<file path="config.mk">
export PLATFORM = sky130hd
export DESIGN_NAME = ser2par_loader
export DESIGN_NICKNAME = d
export VERILOG_FILES = /design/src/rtl/ser2par_loader.sv
export SDC_FILE = /design/constraint.sdc
export NUM_CORES = 1
export LEC_CHECK = 0
export BUFFER_PORTS_ARGS = -buffer_cell sky130_fd_sc_hd__buf_2
export CAP_MARGIN = 20
export CORE_MARGIN = 2
export CORE_UTILIZATION = 55
export CTS_CLUSTER_DIAMETER = 30
export DETAILED_ROUTE_END_ITERATION = 8
export HOLD_SLACK_MARGIN = 0.12
export PLACE_DENSITY = 0.82
export SYNTH_ARGS = -nofsm -noshare
export SYNTH_HDL_FRONTEND = slang
export SYNTH_SLANG_ARGS = --single-unit
</file>
<file path="constraint.sdc">
create_clock -name clk -period 3.22 [get_ports clk]
set_clock_uncertainty 0.15 [all_clocks]
set_input_delay 0.483 -clock clk [delete_from_list [all_inputs] [get_ports clk]]
set_output_delay 0.483 -clock clk [all_outputs]
set_load 0.1 [all_outputs]
</file>
<file path="src/rtl/ser2par_loader.sv">
// ser2par_loader: collects MSB-first serial bits into WIDTH-bit words and
// hands each completed word to a downstream register bank.
// Ports:
//   clk, reset         - rising-edge clock, asynchronous active-high reset
//   clk_en             - clock enable; all state holds while low
//   sin, sin_valid     - serial bit and its qualifier
//   pout_ready         - downstream accepts pout this cycle
//   ovf_clr            - clears the sticky overflow flag
//   pout, pout_valid   - last completed word and its unconsumed flag
//   busy               - state is not IDLE
//   bit_cnt            - bits captured in the current word
//   ovf                - sticky: a valid serial bit was dropped
module ser2par_loader #(
  parameter int unsigned WIDTH = 4
) (
  input  logic             clk,
  input  logic             reset,
  input  logic             clk_en,
  input  logic             sin,
  input  logic             sin_valid,
  input  logic             pout_ready,
  input  logic             ovf_clr,
  output logic [WIDTH-1:0] pout,
  output logic             pout_valid,
  output logic             busy,
  output logic [4:0]       bit_cnt,
  output logic             ovf
);

  localparam int unsigned CNT_W = 5;

  typedef enum logic [1:0] {
    IDLE  = 2'd0,
    SHIFT = 2'd1,
    FULL  = 2'd2
  } state_t;

  state_t             state_q, state_d;
  logic [WIDTH-1:0]   sreg_q, sreg_d, shifted;
  logic [WIDTH-1:0]   pout_d;
  logic [CNT_W-1:0]   cnt_d;
  logic               ovf_d;
  logic               last_bit;

  // Candidate shift-register value with sin entering at bit 0
  assign shifted  = {sreg_q[WIDTH-2:0], sin};
  assign last_bit = (bit_cnt == CNT_W'(WIDTH - 1));

  // State and datapath registers; flags track the next state so they stay Moore-exact
  always_ff @(posedge clk or posedge reset) begin
    if (reset) begin
      state_q    <= IDLE;
      sreg_q     <= '0;
      pout       <= '0;
      bit_cnt    <= '0;
      ovf        <= 1'b0;
      pout_valid <= 1'b0;
      busy       <= 1'b0;
    end else begin
      state_q    <= state_d;
      sreg_q     <= sreg_d;
      pout       <= pout_d;
      bit_cnt    <= cnt_d;
      ovf        <= ovf_d;
      pout_valid <= (state_d == FULL);
      busy       <= (state_d != IDLE);
    end
  end

  // Next-state logic
  always_comb begin
    state_d = state_q;
    if (clk_en) begin
      case (state_q)
        IDLE:    if (sin_valid) state_d = SHIFT;
        SHIFT:   if (sin_valid && last_bit) state_d = FULL;
        FULL:    if (pout_ready) state_d = sin_valid ? SHIFT : IDLE;
        default: state_d = IDLE;
      endcase
    end
  end

  // Datapath and flag updates
  always_comb begin
    sreg_d = sreg_q;
    pout_d = pout;
    cnt_d  = bit_cnt;
    ovf_d  = ovf;
    if (clk_en) begin
      if (ovf_clr) ovf_d = 1'b0;
      case (state_q)
        IDLE: begin
          if (sin_valid) begin
            sreg_d = shifted;
            cnt_d  = CNT_W'(1);
          end
        end
        SHIFT: begin
          if (sin_valid) begin
            sreg_d = shifted;
            cnt_d  = bit_cnt + CNT_W'(1);
            if (last_bit) pout_d = shifted;
          end
        end
        FULL: begin
          if (pout_ready) begin
            // Handoff: the word is consumed and this edge's bit starts the next word
            if (sin_valid) begin
              sreg_d = shifted;
              cnt_d  = CNT_W'(1);
            end else begin
              cnt_d  = '0;
            end
          end else if (sin_valid) begin
            ovf_d = 1'b1;  // set beats a coincident clear
          end
        end
        default: begin
          cnt_d = '0;
        end
      endcase
    end
  end

endmodule

</file>
Word level (Yosys, flattened, before mapping)
Index checks and enable logic that the tools add are counted.
- add/subtract/negate cells: 1
- equal/unequal tests: 7
- muxes and demuxes: 18
- reductions and logical operators: 8
- operator list (operator ; number):
    $mux W5 ; 3
    $pmux W5 S3 ; 1
    $mux W2 ; 4
    $mux W4 ; 2
    $pmux W4 S2 ; 1
    $reduce_and A4 Y1 ; 2
    $mux W1 ; 6
    $ne A2 B2 Y1 const B ; 3
    $pmux W2 S3 ; 1
    $add A5 B1 Y5 const B ; 1
    $eq A5 B2 Y1 const B ; 1
    $eq A2 B2 Y1 const B ; 2
    $reduce_bool A2 Y1 ; 2
    $reduce_and A3 Y1 ; 1
    $eq A2 B1 Y1 const B ; 1
    $logic_not A2 Y1 ; 1
    $reduce_or A2 Y1 ; 1
    $logic_and A1 B1 Y1 ; 1
- register bits after elaboration: 18
- bits of input ports: 7
- output and inout port bits: 12
- word-level logic and storage cells: 41

Longest topological paths before layout
- depth after elaboration: 6
- gate-level depth with buffers: 4
- depth with buffers taken out: 4

Worst setup path after synthesis
No wires, ideal clock.
- path type: flip-flop to flip-flop
- from: register bit_cnt[0]
- to: register pout[0]
- setup time: 0.126 ns
- arrival time: 1.995 ns
- required time: 2.944 ns
- setup slack: 0.949 ns
- cell stages (with the launch flop): 5
- path buffers: 0
- clock period less this slack: 2.271 ns
- cells stage by stage: dfrtp_1 > ha_1 > nor4b_4 > nand4_4 > mux2_2
- longest elaborated chain between the ends: 2
- ends and longest elaborated chain (what ; RTL line ; source):
    start: declaration ; 26 ; output logic [4:0] bit_cnt,
    start signal: assignment ; 63 ; bit_cnt <= cnt_d;
    $eq A5 B2 Y1 ; 47 ; assign last_bit = (bit_cnt == CNT_W'(WIDTH - 1));
    $reduce_and A4 Y1 (no source line) ; - ;
    end signal: assignment ; 62 ; pout <= pout_d;
    end: declaration ; 23 ; output logic [WIDTH-1:0] pout,
No other way between the ends.
A chain may end at the register's enable or synchronous reset.

Final worst setup path
- from: register bit_cnt[3]
- to: output bit_cnt[3]
No word-level cell between the ends.

==> qor.txt <==
compound-gate portion of the synthesized area -> 14.9%
FILL cells -> 133
Pwr Density -> 683 nW/um^2
critical path type -> reg -> out
critical-path maximum fanout -> 5
Vias -> 627
largest net degree at the start of global routing -> 18
WP data required -> 2.59 ns
post-synthesis adder-cell area fraction -> 1.47%
largest family of logic cells by synthesized area -> simple AND/OR/NAND/NOR gates
simple-gate share of the synthesized area -> 21.2%
IO Pins -> 19
Synth cell types -> 27
worst skew pair latency -> 0.29 ns
post-synthesis sequential area ratio -> 50.1%
Max IR drop VDD -> 0.000362 V
commonest cells after routing, fill and taps aside -> buf_2, dfrtp_1, nand2_1, mux2_2
Final Hold Viols -> 0
die width -> 43.3 um
Yosys Warn Count -> 0
Post-Syn Nets -> 83
max frequency -> 532 MHz
Placement Rows -> 14
die height -> 43.3 um
WL final -> 1530 um
first-pass GRT wire length -> 2640 um
vias in the first global route -> 604
Root Driver -> clkbuf_4
met3 GRT Util -> 2.55%
Max-cap violations -> 0
core area -> 1470 um^2
Final nets -> 103
register-to-register setup slack -> 1.49 ns
CTS Hold Buffers Added -> 0
mux cell area share after synthesis -> 9.29%
static leakage -> 0.472 nW
CTS Sinks -> 17
crit-path cells -> buf_2
#FFs+latches synth -> 17
RR Startpoint -> state_q[1]
placed cell area -> 941 um^2
via/cell ratio -> 5.70
Tightest Pin Transition -> 0.636 ns
H-Tree Depth -> 1
dpl hpwl -> 1110 um
unrepaired setup endpoints after global routing -> false
Post-Syn Area per Cell -> 11.3 um^2
initial antenna violation count -> 0
Worst path top cell family by delay -> flip-flops
max-slew violations -> 0
share of cells above drive strength 1 -> 35.1%
M1 GR Usage -> 25.3%
max_slew headroom -> 57.6%
Worst-path clk slew -> 0.10 ns
Netlist Area Pre-Place -> 848 um^2
GP Congestion -> 0.851
Hold Path Class -> in -> async
TritonCTS clock tree -> yes
GR peak layer -> met2
min cycle time layout -> 1.88 ns
TritonCTS Buffers -> 3
CP Capture Type -> output port
antenna cells -> 0
PostCTS Resize Cnt -> 0
Critical Path Start Type -> register
Post-Route Setup TNS -> 0 ns
R2R Path End -> bit_cnt[4]
grt total ovfl -> 0
CTS max path bufs -> 2
DR iter-0 viols -> 7
most common cell after layout, fill and taps aside -> buf_2
TritonRoute pass-1 iters -> 2
Cells after Synth -> 75
xor/xnor cell area share of the yosys netlist -> 0%
fin crit share -> 58.4%
largest stage delay on the critical path -> 0.48 ns
IO buf count -> 18
outcome -> finished, final reports clean
gr usage total -> 18.8%
Worst Reg-to-Reg Cells -> 3
routed len/inst -> 13.9 um
DRC -> 0
Initial Utilization -> 57.7%
Post-CTS Setup Inserts -> 0
Area Growth Syn to Fin -> 14.2%
Routed Antenna Nets -> 0
worst hold margin -> 0.107 ns
Crit-path slowest cell -> dfrtp_1
CP Data Arrival Time -> 1.25 ns
routing usage on met2 -> 30.7%
final number of setup-violating endpoints -> 0
worst path bufs/invs -> 1
Finished Cell Area -> 968 um^2
die area -> 1870 um^2
per-layer routing:
metal  up-vias  share of wire [%]
li1        314                  -
met1       297                 46
met2        12                 50
met3         4                2.7
met4         0                1.4
met5         -                  0
flip-flops by register name, indices dropped and copies added, names as in the netlist:
name / flops
sreg_q: 3
ovf: 1
pout_valid: 1
pout: 4
bit_cnt: 5
busy: 1
state_q: 2
synthesized netlist by cell type (all sizes together):
| library cell | number | area [um^2] |
|---|---|---|
| dfrtp | 17 | 425 |
| nand2 | 8 | 30.0 |
| mux2 | 7 | 78.8 |
| o21ai | 5 | 28.8 |
| nand3 | 4 | 20.0 |
| a21o | 3 | 22.5 |
| a21oi | 3 | 15.0 |
| buf | 3 | 17.5 |
| nand2b | 3 | 18.8 |
| o31ai | 3 | 22.5 |
| a211o | 2 | 17.5 |
| a31oi | 2 | 12.5 |
| inv | 2 | 7.51 |
| nor3b | 2 | 15.0 |
| and2b | 1 | 7.51 |
| ha | 1 | 12.5 |
| nand3b | 1 | 7.51 |
| nand4 | 1 | 21.3 |
| nand4b | 1 | 8.76 |
| nor3 | 1 | 5.00 |
| nor4b | 1 | 23.8 |
| o21bai | 1 | 7.51 |
| or2 | 1 | 6.26 |
| or3b | 1 | 8.76 |
| or4 | 1 | 7.51 |
report_power, final:
group	switching [mW]	internal [mW]
clock	0.0672	0.0462
combinational	0.208	0.0566
sequential	0.0385	0.245
total	0.314	0.348
stage by stage:
step | worst slack, ns | power [mW] | util, % | cells
2_1_floorplan | 0.949 | 0.506 | - | 75
3_3_place_gp | 1.45 | 0.550 | 63.9 | 106
3_5_place_dp | 1.44 | 0.554 | 63.9 | 106
4_1_cts | 1.33 | 0.667 | 65.8 | 110
5_1_grt | 1.30 | 0.695 | 65.8 | 110
6_report | 1.34 | 0.662 | 65.8 | 110
cells by family (layout without fill, tap and decap cells):
group,after synthesis,after routing
mux,7,7
simple gates,26,26
buf+inv,5,24
compound gates,19,19
flops,17,17
fa+ha+maj,1,1
cell type report:
| cell class | instances | area [um^2] | share of cell area [%] |
|---|---|---|---|
| Sequential cell | 17 | 425 | 43.9 |
| Multi-Input combinational cell | 53 | 398 | 41.1 |
| Timing Repair Buffer | 18 | 90.1 | 9.30 |
| Clock buffer | 3 | 22.5 | 2.33 |
| Tap cell | 16 | 20.0 | 2.07 |
| Inverter | 2 | 7.51 | 0.775 |
| Clock inverter | 1 | 5.00 | 0.517 |
worst max-delay path by stage:
stage / to / slack, ns / depth (start not counted) / from
after floorplan: pout[0] / 0.95 / 4 / bit_cnt[0]
after detailed placement: sreg_q[1] / 1.44 / 4 / clk_en
final: bit_cnt[3] / 1.34 / 1 / bit_cnt[3]
after global routing: bit_cnt[3] / 1.30 / 1 / bit_cnt[3]
after CTS: bit_cnt[3] / 1.33 / 1 / bit_cnt[3]
after global placement: sreg_q[0] / 1.45 / 4 / clk_en
Note: power is estimated with default switching activity, not from simulation.
